===== config.mk =====
export PLATFORM = sky130hd
export DESIGN_NAME = satacrc_engine
export DESIGN_NICKNAME = d
export VERILOG_FILES = /design/src/rtl/satacrc_engine.sv
export SDC_FILE = /design/constraint.sdc
export NUM_CORES = 1
export LEC_CHECK = 0
export ABC_AREA = 1
export CORE_MARGIN = 2
export CORE_UTILIZATION = 40
export DETAILED_ROUTE_END_ITERATION = 6
export DONT_BUFFER_PORTS = 1
export PLACE_DENSITY = 0.55
export SLEW_MARGIN = 20
export SYNTH_ARGS = -nofsm -noshare
export SYNTH_HDL_FRONTEND = slang
export SYNTH_SLANG_ARGS = --single-unit

===== constraint.sdc =====
create_clock -name S_AXI_ACLK -period 3.58 [get_ports S_AXI_ACLK]
set_input_delay 0.716 -clock S_AXI_ACLK [delete_from_list [all_inputs] [get_ports S_AXI_ACLK]]
set_output_delay 0.716 -clock S_AXI_ACLK [all_outputs]
set_load 0.01 [all_outputs]

===== src/rtl/satacrc_engine.sv =====
// satacrc_engine: SATA link-layer frame CRC engine, one dword per beat.
// OPT_RX=0 appends the frame CRC; OPT_RX=1 strips the trailing CRC dword and flags errors.
module satacrc_engine #(
    parameter logic [31:0] POLYNOMIAL   = 32'h04c1_1db7,
    parameter logic [31:0] INITIAL_CRC  = 32'h5232_5032,
    parameter bit          OPT_RX       = 1'b0,
    parameter bit          OPT_LOWPOWER = 1'b1
) (
    input  logic        S_AXI_ACLK,
    input  logic        S_AXI_ARESETN,
    input  logic        i_abort,
    input  logic        S_AXIS_TVALID,
    output logic        S_AXIS_TREADY,
    input  logic [31:0] S_AXIS_TDATA,
    input  logic        S_AXIS_TLAST,
    output logic        M_AXIS_TVALID,
    input  logic        M_AXIS_TREADY,
    output logic [31:0] M_AXIS_TDATA,
    output logic        M_AXIS_TLAST,
    output logic        M_AXIS_TUSER,
    output logic        o_crc_err,
    output logic        o_busy
);
    localparam logic [1:0] S_IDLE  = 2'b00;
    localparam logic [1:0] S_DATA  = 2'b01;
    localparam logic [1:0] S_CRC   = 2'b10;
    localparam logic [1:0] S_DRAIN = 2'b10;

    logic [1:0]  state, st;
    logic [31:0] crc, crc_next, hold, m_data;
    logic        m_valid, m_last, m_user, crc_err, out_free, accept;

    function automatic logic [31:0] crc_step(input logic [31:0] c, input logic [31:0] d);
        logic [31:0] r, dd;
        r  = c;
        dd = d;
        for (int k = 0; k < 32; k++) begin
            r  = {r[30:0], 1'b0} ^ ((r[31] ^ dd[31]) ? POLYNOMIAL : 32'h0);
            dd = {dd[30:0], 1'b0};
        end
        return r;
    endfunction

    // 2'b11 is unreachable but treated as idle so the engine can always recover
    assign st            = (state == 2'b11) ? S_IDLE : state;
    assign out_free      = !m_valid || M_AXIS_TREADY;
    assign S_AXIS_TREADY = S_AXI_ARESETN && !i_abort && (st != S_CRC) && out_free;
    assign accept        = S_AXIS_TVALID && S_AXIS_TREADY;
    assign crc_next      = crc_step(crc, S_AXIS_TDATA);

    always_ff @(posedge S_AXI_ACLK or negedge S_AXI_ARESETN) begin
        if (!S_AXI_ARESETN) begin
            state   <= S_IDLE;
            crc     <= INITIAL_CRC;
            hold    <= 32'h0;
            m_valid <= 1'b0;
            m_data  <= 32'h0;
            m_last  <= 1'b0;
            m_user  <= 1'b0;
            crc_err <= 1'b0;
        end else if (i_abort) begin
            state   <= S_IDLE;
            crc     <= INITIAL_CRC;
            hold    <= 32'h0;
            m_valid <= 1'b0;
            m_data  <= 32'h0;
            m_last  <= 1'b0;
            m_user  <= 1'b0;
            crc_err <= 1'b0;
        end else if (!OPT_RX) begin
            crc_err <= 1'b0;
            if (accept) begin
                m_valid <= 1'b1;
                m_data  <= S_AXIS_TDATA;
                m_last  <= 1'b0;
                m_user  <= 1'b0;
                crc     <= crc_next;
                state   <= S_AXIS_TLAST ? S_CRC : S_DATA;
            end else if (st == S_CRC && out_free) begin
                m_valid <= 1'b1;
                m_data  <= crc;
                m_last  <= 1'b1;
                m_user  <= 1'b0;
                crc     <= INITIAL_CRC;
                state   <= S_IDLE;
            end else if (M_AXIS_TREADY) begin
                m_valid <= 1'b0;
            end
        end else begin
            crc_err <= 1'b0;
            if (st == S_DRAIN)
                state <= S_IDLE;
            // the buffered dword only leaves once its successor (or the CRC) shows up
            if (accept && st == S_DATA) begin
                m_valid <= 1'b1;
                m_data  <= hold;
                m_last  <= S_AXIS_TLAST;
                m_user  <= S_AXIS_TLAST && (crc_next != 32'h0);
            end else if (M_AXIS_TREADY) begin
                m_valid <= 1'b0;
            end
            if (accept && S_AXIS_TLAST) begin
                crc     <= INITIAL_CRC;
                crc_err <= (st == S_IDLE) || (crc_next != 32'h0);
                state   <= (st == S_DATA) ? S_DRAIN : S_IDLE;
            end else if (accept) begin
                crc   <= crc_next;
                hold  <= S_AXIS_TDATA;
                state <= S_DATA;
            end
        end
    end

    assign M_AXIS_TVALID = m_valid;
    assign M_AXIS_TDATA  = (OPT_LOWPOWER && !m_valid) ? 32'h0 : m_data;
    assign M_AXIS_TLAST  = (OPT_LOWPOWER && !m_valid) ? 1'b0 : m_last;
    assign M_AXIS_TUSER  = (OPT_LOWPOWER && !m_valid) ? 1'b0 : m_user;
    assign o_crc_err     = crc_err;
    assign o_busy        = (st != S_IDLE) || m_valid;
endmodule


== After elaboration in Yosys (flattened, before gate mapping) ==
Cells that the tools add are included.
Storage, ports and cells
  output and inout port bits: 38
  bits in latches: 0
  register bits after elaboration: 69
  input bits: 38
  bits in read-only memories: 0
  RAM bits: 0
  memories: 0
Cells by class
  multipliers: 0
  multiplexer cells: 56
  bitwise logic cells: 64
  shift-type cells: 0
  add/sub/neg operators: 0
  reduce and logical (&&, ||, !) cells: 12
  order comparisons: 0
  equality and inequality tests: 3
  div/mod/pow operators: 0
Operator list (number)
  32-bit by 27-bit bitwise XOR with 32-bit output: 32
  27-bit 2-to-1 mux: 32
  32-bit 2-to-1 mux: 7
  1-bit bitwise XOR: 32
  1-bit 2-to-1 mux: 12
  2-bit 2-to-1 mux: 5
  1-bit logical AND: 5
  2-bit == test, second input constant: 2
  4-bit nonzero test: 1
  3-bit nonzero test: 1
  1-bit logical NOT: 2
  1-bit logical OR: 2
  2-bit inequality test, second input constant: 1
  2-bit nonzero test: 1

== Depth between registers and ports, before layout ==
  depth after elaboration: 98
  depth in mapped cells: 31

== Worst setup path after synthesis ==
Ideal clock, no wire load.
  path kind: in2reg
  start: input S_AXIS_TDATA[31]
  end: register crc[11]
  library setup time: 0.118 ns
  stages: 27
  arrival time: 2.888 ns
  path slack: 0.574 ns
  path buffers: 2
  required time: 3.462 ns
  cell sequence: inv_1 -> nand2_1 -> nand2_4 -> nand2_2 -> nand2_2 -> nand2_2 -> nand2_4 -> buf_6 -> nand2_2 -> nand2_1 -> nand2_2 -> nand2_4 -> nand2_2 -> nand2_2 -> nand2_1 -> nand2_2 -> inv_2 -> nand2_2 -> nand2_4 -> nand2_2 -> nand3_1 -> nand2_2 -> buf_6 -> xor2_2 -> nand2_1 -> nand3_1 -> nand2_1
On the way
  cells in the longest elaborated chain, start to end: 46
  elaborated cells between the ends (all ways): 70
  classes of those cells: mux: 20; bitwise: 50
RTL lines
  start, declared: line 14  | input logic [31:0] S_AXIS_TDATA,
  1-bit bitwise XOR *: line 38  | r = {r[30:0], 1'b0} ^ ((r[31] ^ dd[31]) ? POLYNOMIAL : 32'h0);
  27-bit 2-to-1 mux *: line 38
  32-bit by 27-bit bitwise XOR with 32-bit output * (6 in a row): line 38
  1-bit bitwise XOR: line 38
  27-bit 2-to-1 mux: line 38
  32-bit by 27-bit bitwise XOR with 32-bit output * (6 in a row): line 38
  1-bit bitwise XOR: line 38
  27-bit 2-to-1 mux: line 38
  [14 not listed]
  1-bit bitwise XOR: line 38
  27-bit 2-to-1 mux: line 38
  32-bit by 27-bit bitwise XOR with 32-bit output * (6 in a row): line 38
  1-bit bitwise XOR: line 38
  27-bit 2-to-1 mux: line 38
  32-bit by 27-bit bitwise XOR with 32-bit output * (2 in a row): line 38
  32-bit 2-to-1 mux *: line 72  | if (accept) begin
  32-bit 2-to-1 mux *: line 61  | end else if (i_abort) begin
  end signal, assigned: line 77  | crc <= crc_next;
  end signal, assigned: line 107  | crc <= crc_next;
  end, declared: line 30  | logic [31:0] crc, crc_next, hold, m_data;
Mark *: on every way between the ends. The rest lies on a longest branch, timed or not.
A chain may end at the register's enable or synchronous reset.

== Worst setup path in the final report ==
  start: register crc[27]
  end: register crc[28]
On the way
  cells in the longest elaborated chain, start to end: 42
  elaborated cells between the ends (all ways): 56
  classes of those cells: mux: 13; bitwise: 43
RTL lines (line)
  32-bit by 27-bit bitwise XOR with 32-bit output * (4 in a row): 38
  1-bit bitwise XOR *: 38
  27-bit 2-to-1 mux *: 38
  32-bit by 27-bit bitwise XOR with 32-bit output * (6 in a row): 38
  1-bit bitwise XOR or 32-bit by 27-bit bitwise XOR with 32-bit output (tied branches): 38
  27-bit 2-to-1 mux or 32-bit by 27-bit bitwise XOR with 32-bit output (tied branches): 38
  32-bit by 27-bit bitwise XOR with 32-bit output * (6 in a row): 38
  1-bit bitwise XOR or 32-bit by 27-bit bitwise XOR with 32-bit output (tied branches): 38
  27-bit 2-to-1 mux or 32-bit by 27-bit bitwise XOR with 32-bit output (tied branches): 38
  32-bit by 27-bit bitwise XOR with 32-bit output * (9 in a row): 38
  1-bit bitwise XOR or 32-bit by 27-bit bitwise XOR with 32-bit output (tied branches): 38
  27-bit 2-to-1 mux, or another cell as far along: 38
  32-bit by 27-bit bitwise XOR with 32-bit output * (7 in a row): 38
  32-bit 2-to-1 mux *: 72
  32-bit 2-to-1 mux *: 61
Marked as above.

==> results.json <==
{
  "die_area_mm2": 0.0210,
  "setup_viol": 0,
  "instances_no_fill": 1705,
  "cp_max_fo": 8,
  "dp.cells": 1679,
  "port_buffers": 0,
  "viasPerCell": 5.01,
  "antenna_cells": 0,
  "grt_util_all_layers_pct": 28.0,
  "grt.busiest_layer": "met2",
  "clkLatencyLatePin_ps": 340,
  "first_pass_iters": 7,
  "cpPeakStageDelay_ps": 480,
  "slew_viol_final": 0,
  "use_met2_pct": 45.8,
  "synth-edff-count": 0,
  "rsz0062_at_grt": "true",
  "netlist_area_mm2": 0.00796,
  "fmax_mhz": 295,
  "drtIter0Drc": 637,
  "nNetsFinal": 1474,
  "period_share_pct": 94.6,
  "status": "finished clean",
  "worst_slew_margin_rel_pct": 36.8,
  "ys_seq_area_share_pct": 21.6,
  "area_growth_pct": 22.1,
  "finalWirelength_mm": 29.7,
  "hold_path_class": "input port to asynchronous set/reset pin",
  "antenna_found_initial": 1,
  "io_pins": 76,
  "crit_path_start_kind": "register",
  "drive_above_1_share_pct": 23.2,
  "ys_ff_latch": 68,
  "hold_viol_final": 0,
  "fp.dieH_um": 145,
  "cp.arrival_ps": 3640,
  "cp.required_ps": 3830,
  "async_flop_share_pct": 100,
  "grt_overflow_total": 0,
  "syn_area_per_cell_um2": 6.07,
  "antenna_left": 0,
  "yosysTopAreaCellShare_pct": 26.5,
  "critPathKind": "register to register",
  "hold_buffers": 0,
  "grt_pass1_vias": 7838,
  "ys_types": 40,
  "drc": 0,
  "finalCriticalPeriod_ps": 3390,
  "dp_hpwl_mm": 23.9,
  "start_util_pct": 40.9,
  "grt_util_met1_pct": 37.0,
  "maxCapViolCount": 0,
  "synth_area_leaders": "nand2_1, dfrtp_1, xor2_1, nand3_1, inv_1",
  "grtUsageMet3_pct": 4.78,
  "core_area_mm2": 0.0195,
  "cts-root-buf": "clkbuf_16",
  "fin_area_mm2": 0.00971,
  "synth_ff_type": "dfrtp_1",
  "cp-end-kind": "register",
  "synth_cells": 1311,
  "holdWs_ps": 60.7,
  "cts_buffers": 9,
  "detail_route.wl_per_cell_um": 17.4,
  "tritoncts": "done",
  "rows": 51,
  "grt_max_degree": 70,
  "clock-sinks": 68,
  "dpl-instance-area_mm2": 0.00914,
  "ys_warn_count": 0,
  "worst_pin_slew_ps": 945,
  "cp_slowest_cell": "dfrtp_1",
  "vias": 8547,
  "place_congestion": 0.932,
  "clk_pin_slew_ps": 60,
  "fin_setup_tns_ps": 0,
  "htreeDepth": 3,
  "die_w_um": 145,
  "cts_max_path_buffers": 2,
  "grt_pass1_wl_mm": 44.9,
  "crit_top_cell": "nand2_1",
  "yosysTopAreaCell": "nand2_1",
  "worst_clock_skew_ps": 4.70,
  "r2r_setup_slack_ps": 190
}
==> flip-flops by register name (all words and copies together) (netlist names) <==
signal and count:
M_AXIS_TVALID 1, m_last 1, state 2, m_data 32
crc 32
==> cell usage in the layout, fill, tap and decap left out, types with 9 or more instances in the layout <==
cell type	n
inv_1	147
dfrtp_1	57
o221ai_1	18
o21ai_0	13
dfstp_2	11
nor2_1	23
inv_2	28
nand3_2	10
buf_4	136
clkbuf_16	9
nand2_2	71
nand2_1	549
nand3_1	140
o22ai_1	11
xor2_1	95
xnor2_1	21
nand2_4	38
==> stage by stage <==
stage               utilization (%)  setup WS (ps)
finish                         49.9            192
global route                   49.9          -18.7
CTS                            48.7           22.4
detailed placement             47.0           -285
global placement               47.0           -275
floorplan                         -            574
==> Yosys cell counts (13+ instances only) <==
cell type  instances
nand2_1          562
inv_1            147
nand3_1          142
xor2_1            98
nand2_2           73
dfrtp_1           57
inv_2             28
nor2_1            25
nand2_4           24
xnor2_1           22
clkbuf_1          19
o221ai_1          18
o21ai_0           13
==> kinds of logic after synthesis <==
group                    after synthesis  synth area share [%]
adder cells (fa/ha/maj)                1                 0.157
AO/OA/AOI/OAI                         61                  5.13
flip-flops                            68                  21.6
XOR/XNOR                             125                  14.2
AND/OR/NAND/NOR                      853                  48.9
buffers and inverters                202                  9.96
other                                  1                0.0471
==> per-layer routing <==
metal	up-vias	routed length, um
met1	3923	13100
met3	59	1830
met5	-	13
met2	276	13600
met4	2	1210
li1	4287	-
==> layout make-up <==
type	count	area, um^2
fill	2039	9750
multi-input combinational	1042	5630
sequential	68	1720
timing repair buffer	137	1040
inverter	177	669
tap	265	332
clock buffer	9	225
clock inverter	7	98.8
==> worst paths after layout <==
check	startpoint	end	depth (start not counted)
worst max-delay path	crc[27]$_DFFE_PN0P_	crc[28]$_DFFE_PN1P_	27
max in group asynchronous	S_AXI_ARESETN	crc[4]$_DFFE_PN1P_	0
min in group S_AXI_ACLK	S_AXIS_TLAST	state[0]$_DFFE_PN0P_	1
worst max register to register	crc[27]$_DFFE_PN0P_	crc[28]$_DFFE_PN1P_	27
worst min register to register	m_last$_DFFE_PN0P_	m_last$_DFFE_PN0P_	2
worst min-delay path	S_AXI_ARESETN	m_data[27]$_DFFE_PN0P_	0
==> critical path, delay by kind of cell (launching register included) <==
kind	cells	cell delay, ps
AND/OR/NAND/NOR	18	1950
buffers and inverters	7	670
flip-flops	1	480
XOR/XNOR	1	150
AO/OA/AOI/OAI	1	40
==> repair_timing <==
action,4_1_cts,5_1_grt
cloned,0,0
endpoints found under the setup margin,2,24
buffers inserted,0,10
gates resized for setup,3,36
pin swaps,0,9
Power is not shown: default switching activity piles up to over one toggle a cycle in this logic, so the estimate is an artifact.
